===== src/rtl/rs_pipe.sv =====
// rs_pipe: registered ShiftRows/InvShiftRows for Nb = 4, 6, 8 with a 2-entry skid FIFO.
// Optional RS_PIPE_STATS_EN adds blk_cnt_o, a wrapping count of popped blocks.
module rs_pipe #(
  parameter int NB = 4
) (
  input  logic        clk_i,
  input  logic        rst_i,
  input  logic        valid_i,
  output logic        ready_o,
  input  logic        enc_dec_i,
  input  logic [31:0] state_i [NB-1:0],
  output logic        valid_o,
  input  logic        ready_i,
  output logic        enc_dec_o,
  output logic [31:0] state_o [NB-1:0]
`ifdef RS_PIPE_STATS_EN
  ,
  output logic [15:0] blk_cnt_o
`endif
);

  if (NB != 4 && NB != 6 && NB != 8) begin : g_bad_nb
    $error("rs_pipe: NB must be 4, 6 or 8");
  end

  localparam int C2 = (NB == 8) ? 3 : 2;
  localparam int C3 = (NB == 8) ? 4 : 3;

  typedef enum logic [1:0] {
    EMPTY = 2'd0,
    ONE   = 2'd1,
    FULL  = 2'd2
  } occ_e;

  occ_e state_q, state_d;

  logic [31:0] shf    [NB-1:0];
  logic [31:0] head_q [NB-1:0];
  logic [31:0] tail_q [NB-1:0];
  logic        head_enc_q;
  logic        tail_enc_q;

  logic ld_new;
  logic ld_tail;
  logic mv_tail;
  logic pop;

  for (genvar c = 0; c < NB; c++) begin : g_col
    for (genvar r = 0; r < 4; r++) begin : g_row
      localparam int SH = (r == 0) ? 0 :
                          (r == 1) ? 1 :
                          (r == 2) ? C2 : C3;
      localparam int EI = (c + SH) % NB;
      localparam int DI = (c - SH + NB) % NB;
      assign shf[c][31-8*r -: 8] = enc_dec_i ?
        state_i[EI][31-8*r -: 8] :
        state_i[DI][31-8*r -: 8];
    end
  end

  always_comb begin
    state_d = state_q;
    valid_o = 1'b0;
    ready_o = 1'b1;
    ld_new  = 1'b0;
    ld_tail = 1'b0;
    mv_tail = 1'b0;
    unique case (state_q)
      EMPTY: begin
        if (valid_i) begin
          ld_new  = 1'b1;
          state_d = ONE;
        end
      end
      ONE: begin
        valid_o = 1'b1;
        unique case ({valid_i, ready_i})
          2'b10: begin
            ld_tail = 1'b1;
            state_d = FULL;
          end
          2'b01: state_d = EMPTY;
          2'b11: ld_new = 1'b1;
          default: ;
        endcase
      end
      FULL: begin
        valid_o = 1'b1;
        ready_o = 1'b0;
        if (ready_i) begin
          mv_tail = 1'b1;
          state_d = ONE;
        end
      end
      default: state_d = EMPTY;
    endcase
  end

  assign pop = valid_o && ready_i;

  // Head is left untouched on a pop to EMPTY so state_o keeps the last block.
  always_ff @(posedge clk_i) begin
    if (rst_i) begin
      state_q    <= EMPTY;
      head_enc_q <= 1'b0;
      tail_enc_q <= 1'b0;
      for (int c = 0; c < NB; c++) begin
        head_q[c] <= '0;
        tail_q[c] <= '0;
      end
    end else begin
      state_q <= state_d;
      if (ld_new) begin
        head_q     <= shf;
        head_enc_q <= enc_dec_i;
      end else if (mv_tail) begin
        head_q     <= tail_q;
        head_enc_q <= tail_enc_q;
      end
      if (ld_tail) begin
        tail_q     <= shf;
        tail_enc_q <= enc_dec_i;
      end
    end
  end

  assign state_o   = head_q;
  assign enc_dec_o = head_enc_q;

`ifdef RS_PIPE_STATS_EN
  logic [15:0] blk_cnt_q;

  always_ff @(posedge clk_i) begin
    if (rst_i) begin
      blk_cnt_q <= '0;
    end else if (pop) begin
      blk_cnt_q <= blk_cnt_q + 16'd1;
    end
  end

  assign blk_cnt_o = blk_cnt_q;
`else
  logic unused_pop;
  assign unused_pop = pop;
`endif

endmodule


===== config.mk =====
export PLATFORM = sky130hd
export DESIGN_NAME = rs_pipe
export DESIGN_NICKNAME = d
export VERILOG_FILES = /design/src/rtl/rs_pipe.sv
export SDC_FILE = /design/constraint.sdc
export NUM_CORES = 1
export LEC_CHECK = 0
export CAP_MARGIN = 30
export CORE_AREA = 2 2 152 154
export DETAILED_ROUTE_END_ITERATION = 6
export DIE_AREA = 0 0 154 156
export PLACE_DENSITY = 0.79
export SLEW_MARGIN = 25
export SYNTH_ARGS = -nofsm -noshare
export SYNTH_HDL_FRONTEND = slang
export SYNTH_SLANG_ARGS = --single-unit

===== constraint.sdc =====
create_clock -name clk_i -period 2.1 [get_ports clk_i]
set_clock_uncertainty 0.1 [all_clocks]
set_input_delay 0.21 -clock clk_i [delete_from_list [all_inputs] [get_ports clk_i]]
set_output_delay 0.21 -clock clk_i [all_outputs]
set_load 0.05 [all_outputs]

# After elaboration in Yosys (flattened, before gate mapping)
# Index checks and enable logic that the tools add are counted.
totals:
  word_cells: 48
  in_bits: 133
  regBits: 260
op_classes:
  eq_ne: 8
  n_mux: 25
  reduce_logical: 4
ops:
  columns: ["op", "n"]
  rows:
  - ["128-bit 2-to-1 mux", 2]
  - ["8-bit 2-to-1 mux", 8]
  - ["1-bit 2-to-1 mux", 10]
  - ["2-bit equality test, second input constant", 3]
  - ["2-bit one-hot mux with 3 select lines", 1]
  - ["2-bit by 1-bit equality test with 1-bit output, second input constant", 2]
  - ["2-bit 2-to-1 mux", 2]
  - ["2-bit inequality test, second input constant", 2]
  - ["2-bit one-hot mux with 2 select lines", 1]
  - ["3-bit by 2-bit inequality test with 1-bit output, second input constant", 1]
  - ["3-bit AND reduction", 1]
  - ["2-bit zero test", 1]
  - ["1-bit one-hot mux with 2 select lines", 1]
  - ["2-bit nonzero test", 1]
  - ["2-bit OR reduction", 1]

# Longest topological paths before layout
# Gate-level depths: netlist of run 1.
depth:
  word_depth: 4
  depth_mapped: 8
  mapped_depth_nobuf: 6

# Least setup slack after synthesis of run 1
# Ideal clock, no wire load.
synth_timing:
  path_type: "flip-flop to flip-flop"
  from: "register state_q[0]"
  to: "register state_q[0]"
  synth_period_minus_slack_ns: 1.991
  arrival_ns: 1.821
  setup_time_ns: 0.070
  stages_incl_launch_ff: 7
  slack_ns: 0.109
  path_cell_list: "dfxtp_1 inv_1 ha_1 inv_1 a21oi_1 or4_1 a21oi_1"
synth_between:
  elab_chain_len: 3
  word_cells_on_any_way: 8
synth_rtl:
  columns: ["element", "line", "text"]
  rows:
  - ["from (decl)", "35", "occ_e state_q, state_d;"]
  - ["from (signal assigned)", "112", "state_q <= state_d;"]
  - ["2-bit by 1-bit equality test with 1-bit output, or another cell as far along", "68", "unique case (state_q)"]
  - ["3-bit by 2-bit inequality test with 1-bit output (no source line) / 2-bit inequality test (equally long branches)", null, null]
  - ["3-bit AND reduction (no source line)", null, null]
# Several ways; a longest one is shown, not always the timed one.
# A chain may end at the register's enable or synchronous reset.

# Final worst setup path of run 1
layout_timing:
  from: "register head_q (netlist bit state_o[113])"
  to: "output state_o[113] in the netlist's numbering"
layout_rtl:
  columns: ["element", "line", "text"]
  rows:
  - ["from (decl)", "38", "logic [31:0] head_q [NB-1:0];"]
  - ["from (signal assigned)", "117", "head_q <= tail_q;"]
  - ["to (decl)", "15", "output logic [31:0] state_o [NB-1:0]"]
# No word-level cell between the ends.

==> flow_summary.json, run 1 <==
{
  "outcome": "completed",
  "dieArea_um2": 24000,
  "crit_family": "buffers and inverters",
  "yosys.area.top_type_share_pct": 47.5,
  "pre_cts_ws_ns": 0.00969,
  "cts.htree.levels": 1,
  "async_flop_share_pct": 0,
  "pwr-share-seq_pct": 39.3,
  "tightest_slew_ns": 0.782,
  "cp_max_fo": 2,
  "layout-drive-gt1-share_pct": 6.56,
  "nets": 1597,
  "finalCriticalPeriod_ns": 2.06,
  "synth_most_common_cell": "dfxtp_1",
  "ir_drop_mv": 0.585,
  "setup_viol": 0,
  "ys_seq_area_share_pct": 47.5,
  "grt_antenna_before_repair": 2,
  "synth_common_cells": "260 x dfxtp_1, 197 x nand2_1, 192 x a211oi_1",
  "synth_area_leaders": "dfxtp_1 47%, a211oi_1 13%, nand2_1 6.7%",
  "synth_top_family_by_area": "compound AO/OA/AOI/OAI gates",
  "yosys.area_share.simple_pct": 18.2,
  "fillCellCount": 1768,
  "clk-insertion-delay-late_ns": 0.53,
  "synth.largest_area_cell": "dfxtp_1",
  "grt_max_degree": 85,
  "gp_congestion": 0.785,
  "critPathKind": "register to output pin",
  "power.switching_uw": 4810,
  "startpoint_type": "register",
  "p_comb_share_pct": 28.0,
  "endpoint_kind": "output pin",
  "hold_path_class": "input pin to register",
  "clockBufferDepth": 3,
  "area_delta_synth_final_pct": 35.3,
  "grt_usage_pct": 25.1,
  "syn_nets": 1403,
  "synth-compound-area-share_pct": 21.8,
  "ant_nets": 0,
  "fin_crit_sh_pct": 98.1,
  "holdWs_ns": 0.0657,
  "cts_tree": "yes",
  "p_leak_uw": 0.00548,
  "cp.required_ns": 1.79,
  "core-area_um2": 22400,
  "power_density_nw_per_um2": 980,
  "fin_tns_setup_ns": 0,
  "switching_share_pct": 33.1,
  "synth_edf_count": 0,
  "dp.cells": 1709,
  "ys_ff_latch": 260,
  "worst-path-buf-inv": 1,
  "drt_iter0_drc": 771,
  "timing.slew.headroom_pct": 47.8,
  "ys_types": 23,
  "grt_pass1_vias": 9756,
  "dp_hpwl_um": 19900,
  "overflow": 0,
  "die_w_um": 154,
  "drcViolationCount": 0,
  "power_uw": 14500,
  "crit_slowest_cell": "clkdlybuf4s50_1",
  "clk_pin_slew_ns": 0.06,
  "cts-root-buf": "clkbuf_16",
  "final_cells": 1766,
  "intPower_uw": 9720,
  "syn_inst": 1265,
  "avgSynthCellArea_um2": 8.66,
  "maxCapViolCount": 0,
  "fmax_ghz": 0.485,
  "synthMuxAreaShare_pct": 5.84,
  "finalHoldViolCount": 0,
  "grt_pass1_wl_um": 50500,
  "dr.pass1.iters": 5,
  "syn_area_um2": 11000,
  "start_util_pct": 49.0,
  "p_clk_share_pct": 32.7,
  "synth-xor-area-share_pct": 0,
  "routedWlPerCell_um": 18.2,
  "boundaryPins": 264,
  "wl_um": 32100,
  "cp_cell_sequence": "clkdlybuf4s50_1",
  "io_buffers": 263,
  "crit_arrival_ns": 1.75,
  "yosys_warnings": 0,
  "cpPeakStageDelay_ns": 0.83,
  "rsz0062_at_grt": "no",
  "clock-sinks": 260,
  "ys.flop_type": "dfxtp_1",
  "die_height_um": 156,
  "viasPerCell": 5.89,
  "cts_hold_buf": 0,
  "numCtsBuffers": 27,
  "vias": 10399,
  "synthAdderAreaFrac_pct": 0.571,
  "slew_viol_final": 0,
  "setup_ws_ns": 0.0390,
  "rows": 55
}
-- layer usage --
layer | track usage, % | wire [um]
met1 | 33.4 | 14100
met2 | 39.7 | 14500
met3 | 5.56 | 2440
met4 | 10.1 | 1110
met5 | 0 | 0
-- cell type report --
class,instances,area [um^2],area share (%)
Sequential cell,260,5210,35.1
Multi-Input combinational cell,864,5150,34.8
Timing Repair Buffer,301,3200,21.6
Clock buffer,38,777,5.24
Tap cell,285,357,2.41
Clock inverter,11,105,0.709
Inverter,5,18.8,0.127
Antenna cell,2,5.00,0.0338
-- final timing paths --
path | startpoint | to | slack [ns] | cells past startpoint
setup / recovery | state_o[113]$_SDFFE_PP0P_ | state_o[113] | 0.04 | 1
hold / removal | ready_i | state_q[0]$_SDFFE_PP0P_ | 0.07 | 4
setup reg to reg | state_q[1]$_SDFFE_PP0P_ | state_o[24]$_SDFFE_PP0P_ | 0.14 | 8
hold reg to reg | tail_q[107]$_SDFFE_PP0P_ | tail_q[107]$_SDFFE_PP0P_ | 0.35 | 2
-- logic make-up after synthesis --
| family | after synthesis |
|---|---|
| and+or+nand+nor | 463 |
| DFF | 260 |
| AOI/OAI and AO/OA | 331 |
| buffers and inverters | 142 |
| muxes | 64 |
| adders and majority gates | 5 |
-- through the flow --
step,area [um^2],utilization [%]
detailed placement,13800,61.8
finish,14800,66.3
CTS,14800,66.0
floorplan,11000,-
global route,14800,66.3
global placement,13800,61.8
-- registers in the layout, summed over array words and instances, names as in the netlist --
signal,flops
tail_q,128
enc_dec_o,1
state_o,128
state_q,2
tail_enc_q,1
-- cell usage in the layout (no fill, tap or decap), types with 7 or more instances in the layout --
cell,count
and3_1,64
clkdlybuf4s50_1,257
buf_4,21
clkinv_2,9
buf_12,18
a311oi_1,64
nor2_1,132
clkbuf_16,28
mux2i_1,64
clkbuf_8,7
nand3_1,65
a211oi_1,192
nand2_1,196
dfxtp_1,259
a21oi_1,68
-- what timing repair did --
action / CTS / global route
setup endpoints to repair: 2 / 71
pin swaps: 1 / 1
buffers inserted: 1 / 2
cloned: 1 / 2
gates resized for setup: 1 / 4
-- power groups by stage --
stage	clock network (uW)	registers, uW	logic (uW)
3_3_place_gp	0	5800	3860
3_5_place_dp	0	5800	3930
4_1_cts	4800	5710	3990
5_1_grt	5020	5760	4280
6_report	4750	5710	4060
2_1_floorplan	0	6960	1330
No activity file was read; power rests on OpenSTA's default activity.
==> run 2: changes to the inputs <==
--- a/config.mk
+++ b/config.mk
@@ -6,9 +6,9 @@
 export NUM_CORES = 1
 export LEC_CHECK = 0
 export CAP_MARGIN = 30
-export CORE_AREA = 2 2 152 154
+export CORE_AREA = 2 2 145 161
 export DETAILED_ROUTE_END_ITERATION = 6
-export DIE_AREA = 0 0 154 156
+export DIE_AREA = 0 0 147 163
 export PLACE_DENSITY = 0.79
 export SLEW_MARGIN = 25
 export SYNTH_ARGS = -nofsm -noshare
==> flow_summary.json, run 2 (synthesized netlist as in run 1, its figures left out) <==
{
  "slew_viol_final": 0,
  "power_density_nw_per_um2": 1010,
  "ant_nets": 0,
  "nets": 1595,
  "cts-root-buf": "clkbuf_16",
  "cpPeakStageDelay_ns": 0.39,
  "numCtsBuffers": 26,
  "die_height_um": 163,
  "drt_iter0_drc": 767,
  "cp_cell_sequence": "inv_1 > ha_1 > and3_1 > o21ai_4 > buf_12 > buf_12 > nor2_1 > a311oi_2",
  "dr.pass1.iters": 5,
  "rows": 58,
  "maxCapViolCount": 0,
  "cts_tree": "yes",
  "setup_ws_ns": 0.0253,
  "cts.htree.levels": 1,
  "die_w_um": 147,
  "gp_congestion": 0.822,
  "grt_usage_pct": 25.3,
  "crit_slowest_cell": "dfxtp_1",
  "cp_max_fo": 40,
  "timing.slew.headroom_pct": 60.0,
  "power_uw": 15100,
  "cts_hold_buf": 0,
  "cp.required_ns": 2.42,
  "start_util_pct": 48.7,
  "r2r_cells": 8,
  "dp_hpwl_um": 19900,
  "clk-insertion-delay-late_ns": 0.52,
  "critPathKind": "register to register",
  "utilization_pct": 66.5,
  "routedWlPerCell_um": 18.0,
  "viasPerCell": 5.80,
  "endpoint_kind": "register",
  "cpMostUsedCell": "buf_12",
  "startpoint_type": "register",
  "grt_pass1_wl_um": 50600,
  "tightest_slew_ns": 0.598,
  "final_common_cell": "dfxtp_1",
  "fmax_ghz": 0.482,
  "clk_pin_slew_ns": 0.06,
  "layout-drive-gt1-share_pct": 7.04,
  "grt_max_degree": 87,
  "clockBufferDepth": 3,
  "hold_path_depth": 2,
  "io_buffers": 263,
  "vias": 10302,
  "clock-sinks": 260,
  "hold_path_class": "input pin to register",
  "fillCellCount": 1778,
  "wl_um": 32100,
  "dp.cells": 1727,
  "final_cells": 1777,
  "core-area_um2": 22500,
  "fin_crit_sh_pct": 98.8,
  "num_antenna_cells": 0,
  "grt_antenna_before_repair": 0,
  "finalCriticalPeriod_ns": 2.07,
  "area_delta_synth_final_pct": 36.4,
  "grt_pass1_vias": 9689,
  "drcViolationCount": 0,
  "layout_common_cells": "260 x dfxtp_1, 257 x clkdlybuf4s50_1, 196 x nand2_1",
  "crit_arrival_ns": 2.39,
  "setup_viol": 0,
  "overflow": 0,
  "finalHoldViolCount": 0,
  "ir_drop_mv": 0.526,
  "rsz0062_at_grt": "yes",
  "p_leak_uw": 0.00551,
  "outcome": "completed",
  "dieArea_um2": 24000,
  "boundaryPins": 264,
  "pre_cts_ws_ns": -0.0301
}
## run 2: changes by cell type in the layout (fill, tap and decap cells not counted), moves of 2 or more
| cell | change |
|---|---|
| a211oi_1 | -7 |
| buf_12 | -2 |
| bufinv_16 | +5 |
| clkinvlp_4 | +2 |
| a311oi_1 | -2 |
| clkbuf_1 | -2 |
| a311oi_2 | +2 |
| a211oi_2 | +7 |
| clkinv_2 | -6 |
| buf_6 | +2 |
| diode_2 | -2 |
## run 2: metal layers
| layer | global-route usage, % | vias up | share of wire (%) |
|---|---|---|---|
| met1 | 34.9 | 4895 | 43 |
| met5 | 0 | - | 0 |
| met2 | 41.5 | 408 | 47 |
| li1 | - | 4963 | - |
| met3 | 4.62 | 36 | 8.3 |
| met4 | 5.90 | 0 | 1.8 |
## run 2: area by class of cell
class                           count  area (um^2)  share of cell area [%]
Clock buffer                       36          769                    5.15
Clock inverter                     12          240                    1.61
Inverter                            5         18.8                   0.125
Multi-Input combinational cell    863         5190                    34.7
Sequential cell                   260         5200                    34.8
Tap cell                          300          375                    2.51
Timing Repair Buffer              301         3160                    21.1
## run 2: worst paths after layout
| check | start | to | slack (ns) |
|---|---|---|---|
| worst min register to register | tail_q[56]$_SDFFE_PP0P_ | tail_q[56]$_SDFFE_PP0P_ | 0.35 |
| worst max-delay path | state_q[1]$_SDFFE_PP0P_ | state_o[60]$_SDFFE_PP0P_ | 0.03 |
| worst min-delay path | rst_i | state_o[126]$_SDFFE_PP0P_ | 0.04 |
| worst max register to register | state_q[1]$_SDFFE_PP0P_ | state_o[60]$_SDFFE_PP0P_ | 0.03 |
## run 2: metrics by stage
stage / area, um^2 / setup TNS [ns] / hold slack, ns
after CTS: 14900 / 0 / 0.0244
after floorplan: 11000 / 0 / 0.246
after global routing: 15000 / -0.508 / 0.0541
final: 15000 / 0 / 0.0373
after detailed placement: 13800 / -0.0355 / 0.347
after global placement: 13800 / 0 / 0.342
## run 2: power by group
group          leakage, uW  internal, uW  total (uW)  switching (uW)
sequential         0.00213          5420        5710             285
combinational      0.00289          1450        4040            2590
clock             0.000490          3420        5370            1950
## run 2: repair_timing
| action | CTS | global route |
|---|---|---|
| buffers inserted | 1 | 0 |
| setup endpoints to repair | 12 | 55 |
| resized for setup | 0 | 14 |
| gates cloned | 0 | 1 |
| pin swaps | 1 | 0 |
## run 2: worst max-delay path: cells and delay by family, from the launching register on
kind / cells / cell delay [ns]
flops: 1 / 0.39
fa+ha+maj: 1 / 0.24
compound gates: 2 / 0.46
buf+inv: 3 / 0.46
simple gates: 2 / 0.32
